$ cat src/rtl/snn_pkg.sv
// Shared definitions for the spiking-neuron datapath blocks: current width,
// window FSM states and the saturating current adder.
package snn_pkg;

    localparam int CUR_W_DEF = 4;

    typedef enum logic {
        IDLE,
        COUNT
    } win_state_t;

    // Adds two currents one bit wider than they are, then clamps at full scale.
    function automatic logic [CUR_W_DEF-1:0] sat_add(
        input logic [CUR_W_DEF-1:0] a,
        input logic [CUR_W_DEF-1:0] b
    );
        logic [CUR_W_DEF:0] sum;
        sum = {1'b0, a} + {1'b0, b};
        return sum[CUR_W_DEF] ? {CUR_W_DEF{1'b1}} : sum[CUR_W_DEF-1:0];
    endfunction

endpackage

$ cat src/rtl/syn_trace.sv
// Leaky synaptic trace: the current halves every cycle, and each incoming
// spike adds the synaptic weight, clamped at full scale.
module syn_trace
    import snn_pkg::*;
(
    input  logic                 clk,
    input  logic                 reset,
    input  logic                 spike_in,
    input  logic [CUR_W_DEF-1:0] weight,
    output logic [CUR_W_DEF-1:0] current_out
);

    logic [CUR_W_DEF-1:0] kick;

    assign kick = spike_in ? weight : '0;

    // NOTE: registers are written with <= so every flop samples the pre-edge
    // value of its neighbours; blocking = here would chain updates in one edge.
    always_ff @(posedge clk) begin
        if (reset) begin
            current_out <= '0;
        end else begin
            current_out <= sat_add(current_out >> 1, kick);
        end
    end

endmodule

$ cat src/rtl/spike_decoder.sv
// Spike-link receiver: leaky synaptic current for the next neuron stage plus a
// windowed spike-rate count delivered over a valid/ready handshake.
module spike_decoder
    import snn_pkg::*;
#(
    parameter int WINDOW = 16,
    parameter int CNT_W  = 5,
    // The trace datapath is sized by the shared package; keep these equal.
    parameter int CUR_W  = CUR_W_DEF
) (
    input  logic             clk,
    input  logic             reset,
    input  logic             spike_in,
    input  logic             enable,
    input  logic [CUR_W-1:0] weight,
    output logic [CUR_W-1:0] current_out,
    output logic [CNT_W-1:0] rate,
    output logic             rate_valid,
    input  logic             rate_ready,
    output logic             overrun
);

    localparam logic [CNT_W-1:0] WIN_LAST = CNT_W'(WINDOW - 1);

    win_state_t       state, state_n;
    logic [CNT_W-1:0] win_cnt, win_n;
    logic [CNT_W-1:0] spk_cnt, spk_n;
    logic [CNT_W-1:0] spike_inc;
    logic [CNT_W-1:0] count_tot;
    logic             close;

    syn_trace u_trace (
        .clk        (clk),
        .reset      (reset),
        .spike_in   (spike_in),
        .weight     (weight),
        .current_out(current_out)
    );

    assign spike_inc = CNT_W'(spike_in);
    // Count including this cycle's spike; on the closing cycle this is the rate.
    assign count_tot = spk_cnt + spike_inc;

    always_ff @(posedge clk) begin
        if (reset) begin
            state   <= IDLE;
            win_cnt <= '0;
            spk_cnt <= '0;
        end else begin
            state   <= state_n;
            win_cnt <= win_n;
            spk_cnt <= spk_n;
        end
    end

    // NOTE: every output of this block is given a default before the case, so
    // no path leaves a signal unassigned and no latch can be inferred.
    always_comb begin
        state_n = state;
        win_n   = win_cnt;
        spk_n   = spk_cnt;
        close   = 1'b0;
        case (state)
            IDLE: begin
                if (enable) begin
                    state_n = COUNT;
                    win_n   = CNT_W'(1);
                    spk_n   = spike_inc;
                end
            end
            COUNT: begin
                if (!enable) begin
                    state_n = IDLE;
                    win_n   = '0;
                    spk_n   = '0;
                end else if (win_cnt == WIN_LAST) begin
                    // Stay in COUNT: the next cycle is already cycle 0.
                    close = 1'b1;
                    win_n = '0;
                    spk_n = '0;
                end else begin
                    win_n = win_cnt + 1'b1;
                    spk_n = count_tot;
                end
            end
            default: state_n = IDLE;
        endcase
    end

    // A close always wins over a transfer, so valid never drops on a close.
    always_ff @(posedge clk) begin
        if (reset) begin
            rate       <= '0;
            rate_valid <= 1'b0;
            overrun    <= 1'b0;
        end else begin
            overrun <= close && rate_valid && !rate_ready;
            if (close) begin
                rate       <= count_tot;
                rate_valid <= 1'b1;
            end else if (rate_valid && rate_ready) begin
                rate_valid <= 1'b0;
            end
        end
    end

endmodule

$ cat config.mk
export PLATFORM = sky130hd
export DESIGN_NAME = spike_decoder
export DESIGN_NICKNAME = d
export VERILOG_FILES = /design/src/rtl/snn_pkg.sv /design/src/rtl/syn_trace.sv /design/src/rtl/spike_decoder.sv
export SDC_FILE = /design/constraint.sdc
export NUM_CORES = 1
export LEC_CHECK = 0
export ABC_AREA = 1
export BUFFER_PORTS_ARGS = -buffer_cell sky130_fd_sc_hd__buf_4
export CAP_MARGIN = 30
export CORE_MARGIN = 2
export CORE_UTILIZATION = 25
export CTS_CLUSTER_DIAMETER = 100
export DETAILED_ROUTE_END_ITERATION = 12
export PLACE_DENSITY = 0.53
export SLEW_MARGIN = 10
export SYNTH_ARGS = -nofsm -noshare
export SYNTH_HDL_FRONTEND = slang
export SYNTH_SLANG_ARGS = --single-unit
$ cat constraint.sdc
create_clock -name clk -period 2.9 [get_ports clk]
set_clock_uncertainty 0.1 [all_clocks]
set_input_delay 0.29 -clock clk [delete_from_list [all_inputs] [get_ports clk]]
set_output_delay 0.29 -clock clk [all_outputs]
set_load 0.05 [all_outputs]
==> flow_summary.toml, run 1 <==
[drt]
route.vias.total = 915
drtIter0Drc = 23
detail-route-antenna-nets = 0
wl_per_cell_um = 10.2
drt_pre_antenna_iters = 4
post-route-drc-count = 0
detail_route.vias_per_cell = 4.32
wl_mm = 2.17

[yosys]
post_synth_arst_share_pct = 0
synth.ff_latch_count = 22
yosysUniqueCellTypes = 21
synth_top_cell_area_share_pct = 41.2
predominant_post_synthesis_flop_cell = "sky130_fd_sc_hd__dfxtp_1"
avgSynthCellArea_sq_um = 7.64
synth_top_area_cell = "sky130_fd_sc_hd__dfxtp_1"
yosysWarningCount = 0
synth.top_cells.by_area = "sky130_fd_sc_hd__dfxtp_1 41%, sky130_fd_sc_hd__nand2_1 14%, sky130_fd_sc_hd__a21oi_1 7.5%"
synth_area_sq_um = 1070
synth.yosys.seq_area_share_pct = 41.2
synth-edff-count = 0
syn-num-nets = 156
synthCells = 140

[power]
power.static_leakage_nw = 0.602
power_per_cell_area_nw_per_um2 = 509
design_power_total_w = 0.000683
ir_drop_worst_vdd_mv = 0.251

[global_routing]
global_route.overflow_total = 0
first_global_vias = 807
grt_first_pass_wirelength_mm = 3.84
grt_max_degree = 16
grt_antenna_before_repair = 0
global_route.usage.total_pct = 9.79

[clocking]
clock-root-buffer = "sky130_fd_sc_hd__clkbuf_8"
cts_made_buffers = 3
clk_buf_depth = 2
clock_latency_ns = 0.26
cts_tree = "yes"
htreeDepth = 1
cts.repair_timing.setup_buffer_count = 0
post_cts_hold_buffer_count = 0
clock_sinks = 22
clk_transition_reported_paths_ns = 0.08
post_cts_resized = 0

[critical_path]
worstPathMaxFanout = 3
critPathMostFrequentCell = "sky130_fd_sc_hd__nand2_1"
crit_family = "adder cells"
timing.critical_path.buf_inv = 1
worst-setup-path-type = "register to register"
worstPathCellList = "ha_1 -> inv_1 -> fa_1 -> or2_2 -> nand2_1 -> nand2_1 -> a21oi_1"
end_kind = "register"
largest_stage_delay_on_the_critical_path_ns = 0.36
crit_path_start_kind = "register"
slowest_stage = "sky130_fd_sc_hd__dfxtp_1"
cp.arrival_ns = 1.81
critical_path_required_ns = 3.00

[run_status]
result_of_the_run = "finished, final reports clean"

[sta]
setup_repair_after_global_routing_missed_its_margin = "no"
setup_total_negative_slack_ns = 0
finalMaxSlewViolations = 0
timing_worst_slew_pin_value_ns = 0.598
timing_hold_violations_final = 0
number_of_failing_setup_endpoints_in_the_final_timing_report = 0
period_needed_ns = 1.72
fmaxAchievable_mhz = 583
finalCritPeriodShare_pct = 59.2
max_slew_margin_pct = 60.0

[cells_and_area]
fill_cells = 435
final_net_count = 179
layout.core_utilization_pct = 33.1
layout-drive-gt1-share_pct = 20.4
layout-area-overhead-vs-synth_pct = 25.5
number_of_diodes_added_for_antenna_fixing = 0

[die]
core_area_sq_um = 4060
placementRows = 23
effective_utilization_at_floorplan_pct = 26.4
die_area_sq_um = 4820
die_height_um = 69.4
die_width_um = 69.4
io-pin-count = 20

[place]
hpwl_mm = 1.65
port-buffer-count = 19
globalplace.congestion = 0.793

[worst_hold_path]
hold_path.class = "input port to register"

[flow_run]
cap_violations = 0
## stage by stage
stage          instances  setup WS, ns  cell area (sq um)  hold slack (ns)
2_1_floorplan        140         0.924               1070            0.259
3_3_place_gp         208          1.08               1270            0.359
3_5_place_dp         208          1.04               1270            0.361
4_1_cts              212          1.19               1340            0.187
5_1_grt              212          1.06               1340            0.203
6_report             212          1.18               1340            0.195
## metal layers
metal | vias to the layer above | share of wire [%] | global-route usage, %
li1 | 490 | - | -
met1 | 396 | 50 | 13.4
met2 | 27 | 41 | 14.7
met3 | 2 | 8.0 | 3.20
met4 | 0 | 0.83 | 2.61
met5 | - | 0 | 0
## tightest hold or removal path, delay by kind of cell
family	cells	cell delay, ns
and+or+nand+nor	1	0.07
buffers and inverters	2	0.16
## synth_stat cells (2+ instances only)
cell type	number
sky130_fd_sc_hd__nand2_1	41
sky130_fd_sc_hd__dfxtp_1	22
sky130_fd_sc_hd__inv_1	17
sky130_fd_sc_hd__a21oi_1	16
sky130_fd_sc_hd__nor2_1	13
sky130_fd_sc_hd__ha_1	6
sky130_fd_sc_hd__nand3_1	4
sky130_fd_sc_hd__nand4_1	3
sky130_fd_sc_hd__o21ai_0	3
sky130_fd_sc_hd__o21ai_2	3
sky130_fd_sc_hd__nor2_4	2
## cells in the final DEF, fill, tap and decap left out
| cell | instances |
|---|---|
| sky130_fd_sc_hd__nand2_1 | 41 |
| sky130_fd_sc_hd__dfxtp_1 | 22 |
| sky130_fd_sc_hd__buf_4 | 19 |
| sky130_fd_sc_hd__inv_1 | 17 |
| sky130_fd_sc_hd__a21oi_1 | 16 |
| sky130_fd_sc_hd__nor2_1 | 13 |
| sky130_fd_sc_hd__ha_1 | 6 |
| sky130_fd_sc_hd__nand3_1 | 4 |
| sky130_fd_sc_hd__o21ai_2 | 3 |
| sky130_fd_sc_hd__o21ai_0 | 3 |
| sky130_fd_sc_hd__nand4_1 | 3 |
| sky130_fd_sc_hd__clkbuf_8 | 3 |
| sky130_fd_sc_hd__nor2_4 | 2 |
| sky130_fd_sc_hd__nand3_4 | 1 |
| sky130_fd_sc_hd__nand2_2 | 1 |
| sky130_fd_sc_hd__nand2_4 | 1 |
| sky130_fd_sc_hd__nand3b_1 | 1 |
| sky130_fd_sc_hd__or2_2 | 1 |
| sky130_fd_sc_hd__xor2_1 | 1 |
| sky130_fd_sc_hd__o31ai_1 | 1 |
| sky130_fd_sc_hd__nor3_4 | 1 |
| sky130_fd_sc_hd__fa_1 | 1 |
| sky130_fd_sc_hd__bufinv_16 | 1 |
## worst paths after layout
check	end	start	slack, ns	cells past startpoint
max	u_trace.current_out[0]	u_trace.current_out[1]	1.18	7
min	state	enable	0.20	3
max reg2reg	u_trace.current_out[0]	u_trace.current_out[1]	1.18	7
min reg2reg	rate[3]	rate[3]	0.37	2
## state kept, by name, summed over array words and instances (netlist names)
register             flops
u_trace.current_out      4
win_cnt                  5
rate                     5
spk_cnt                  5
rate_valid               1
overrun                  1
state                    1
## report_power, final
group / switching [W] / total [W] / internal, W / leakage (nW)
Sequential: 0.00000631 / 0.000317 / 0.000310 / 0.179
Clock: 0.000101 / 0.000285 / 0.000184 / 0.0357
Combinational: 0.0000521 / 0.0000813 / 0.0000292 / 0.387
## layout make-up
cell class	instances	area [sq um]	area share [%]
clock buffers	3	41.3	3.08
clock inverters	1	30.0	2.24
inverters	17	63.8	4.75
multi-input cells	100	562	41.8
flip-flops and latches	22	440	32.8
well taps	50	62.6	4.66
repair buffers	19	143	10.6
## logic make-up (layout without fill, tap and decap cells)
family	after synthesis	in the layout	share of synthesized area, %
AOI/OAI and AO/OA	23	23	12.0
buffers and inverters	18	40	6.32
xor gates and xnor gates	1	1	0.819
DFF	22	22	41.2
and+or+nand+nor	69	69	30.8
adders and majority gates	7	7	8.89
No activity file was read; power rests on OpenSTA's default activity.
==> run 2: changes to the inputs <==
Clock period 2.9 ns to 1.7 ns, I/O delays scaled along.
==> flow_summary.toml, run 2 (synthesis results as in run 1) <==
[place]
hpwl_mm = 1.81
placed_cells = 209
globalplace.congestion = 0.777
port-buffer-count = 19

[die]
core_area_sq_um = 4060
die_area_sq_um = 4820
die_width_um = 69.4
io-pin-count = 20
die_height_um = 69.4
placementRows = 23
effective_utilization_at_floorplan_pct = 26.4

[flow_run]
cap_violations = 0

[clocking]
clock-root-buffer = "sky130_fd_sc_hd__clkbuf_8"
post_cts_hold_buffer_count = 0
clk_buf_depth = 2
htreeDepth = 1
clock_sinks = 22
cts_tree = "yes"
cts.repair_timing.setup_buffer_count = 0
post_cts_resized = 0
clk_transition_reported_paths_ns = 0.08
clock_latency_ns = 0.26
cts_made_buffers = 3

[drt]
drtIter0Drc = 17
detail-route-antenna-nets = 0
wl_mm = 2.33
detail_route.vias_per_cell = 4.44
wl_per_cell_um = 10.9
route.vias.total = 946
post-route-drc-count = 0
drt_pre_antenna_iters = 4

[critical_path]
crit_path_start_kind = "register"
cp.arrival_ns = 1.73
worst-setup-path-type = "register to register"
worstPathMaxFanout = 3
critical_path_required_ns = 1.79
end_kind = "register"

[global_routing]
grt_first_pass_wirelength_mm = 3.87
grt_antenna_before_repair = 0
grt_max_degree = 16
globalRouteMet2Util_pct = 18.3
first_global_vias = 891
global_route.overflow_total = 0
grt_util_met3_pct = 2.03
grt_util_met1_pct = 10.9
global_route.usage.total_pct = 9.96
busiest_layer = "met2"

[cells_and_area]
most-common-layout-cells = "40 x sky130_fd_sc_hd__nand2_1, 20 x sky130_fd_sc_hd__buf_4, 20 x sky130_fd_sc_hd__dfxtp_1, 17 x sky130_fd_sc_hd__inv_1, 15 x sky130_fd_sc_hd__a21oi_1"
layout_commonest_cell = "sky130_fd_sc_hd__nand2_1"
reg_top3 = "rate x5, spk_cnt x5, win_cnt x5"
fill_cells = 431
layout-area-overhead-vs-synth_pct = 27.4
post_layout_nonfiller_instances = 213
number_of_diodes_added_for_antenna_fixing = 0
layout-drive-gt1-share_pct = 23.9
final_net_count = 180

[sta]
fmaxAchievable_mhz = 610
number_of_failing_setup_endpoints_in_the_final_timing_report = 0
finalMaxSlewViolations = 0
setup_repair_after_global_routing_missed_its_margin = "no"
timing_worst_slew_pin_value_ns = 0.523
period_needed_ns = 1.64
finalCritPeriodShare_pct = 96.4
timing_hold_violations_final = 0
max_slew_margin_pct = 65.0

[power]
power.static_leakage_nw = 0.602
design_power_total_w = 0.00106
ir_drop_worst_vdd_mv = 0.210
power_per_cell_area_nw_per_um2 = 779

[worst_hold_path]
hold_path.class = "input port to register"

[run_status]
result_of_the_run = "finished, final reports clean"
==> run 2: cell count changes in the layout (fill, tap and decap cells not counted), sizes merged <==
cell    before  now
buf         19   20
bufinv       1    0
clkbuf       3    4
==> run 2: critical path, cell delays in order (launching register included) <==
cell and delay (ns):
sky130_fd_sc_hd__dfxtp_4 0.37, sky130_fd_sc_hd__ha_4 0.13, sky130_fd_sc_hd__inv_1 0.04, sky130_fd_sc_hd__fa_1 0.37
sky130_fd_sc_hd__or2_4 0.27, sky130_fd_sc_hd__nand2_1 0.08, sky130_fd_sc_hd__nand2_2 0.07, sky130_fd_sc_hd__a21oi_1 0.14
==> run 2: per-stage QoR <==
step           utilization, %  cell area, sq um  setup TNS [ns]  setup slack [ns]  hold slack [ns]
2_1_floorplan               -              1090               0           0.00291            0.139
3_3_place_gp             32.0              1300               0            0.0655            0.334
3_5_place_dp             32.0              1300         -0.0122          -0.00744            0.352
4_1_cts                  33.4              1350               0            0.0252           0.0707
5_1_grt                  33.6              1360               0           0.00541           0.0880
6_report                 33.6              1360               0            0.0614           0.0723
==> run 2: per-layer routing <==
| layer | routed length, um | vias up |
|---|---|---|
| met1 | 1040 | 433 |
| met5 | 0 | - |
| met4 | 38 | 0 |
| li1 | - | 494 |
| met3 | 86 | 4 |
| met2 | 1160 | 15 |
==> run 2: worst paths after layout <==
check	from	to	slack [ns]	cells past startpoint
worst min register to register	rate[4]	rate[4]	0.37	2
worst max-delay path	u_trace.current_out[1]	u_trace.current_out[1]	0.06	7
worst max register to register	u_trace.current_out[1]	u_trace.current_out[1]	0.06	7
worst min-delay path	enable	state	0.07	3
==> run 2: power by group <==
group          leakage, nW  total, W  internal (W)  switching [W]
Combinational        0.393  0.000146     0.0000547      0.0000911
Clock               0.0288  0.000373      0.000206       0.000167
Sequential           0.180  0.000543      0.000530      0.0000127
Total                0.602   0.00106      0.000791       0.000271
==> run 2: final cells by class <==
class	instances	area [sq um]	area share, %
Multi-Input combinational cell	100	583	42.8
Sequential cell	22	448	32.9
Timing Repair Buffer	20	150	11.0
Inverter	17	63.8	4.68
Tap cell	50	62.6	4.59
Clock buffer	4	55.1	4.04
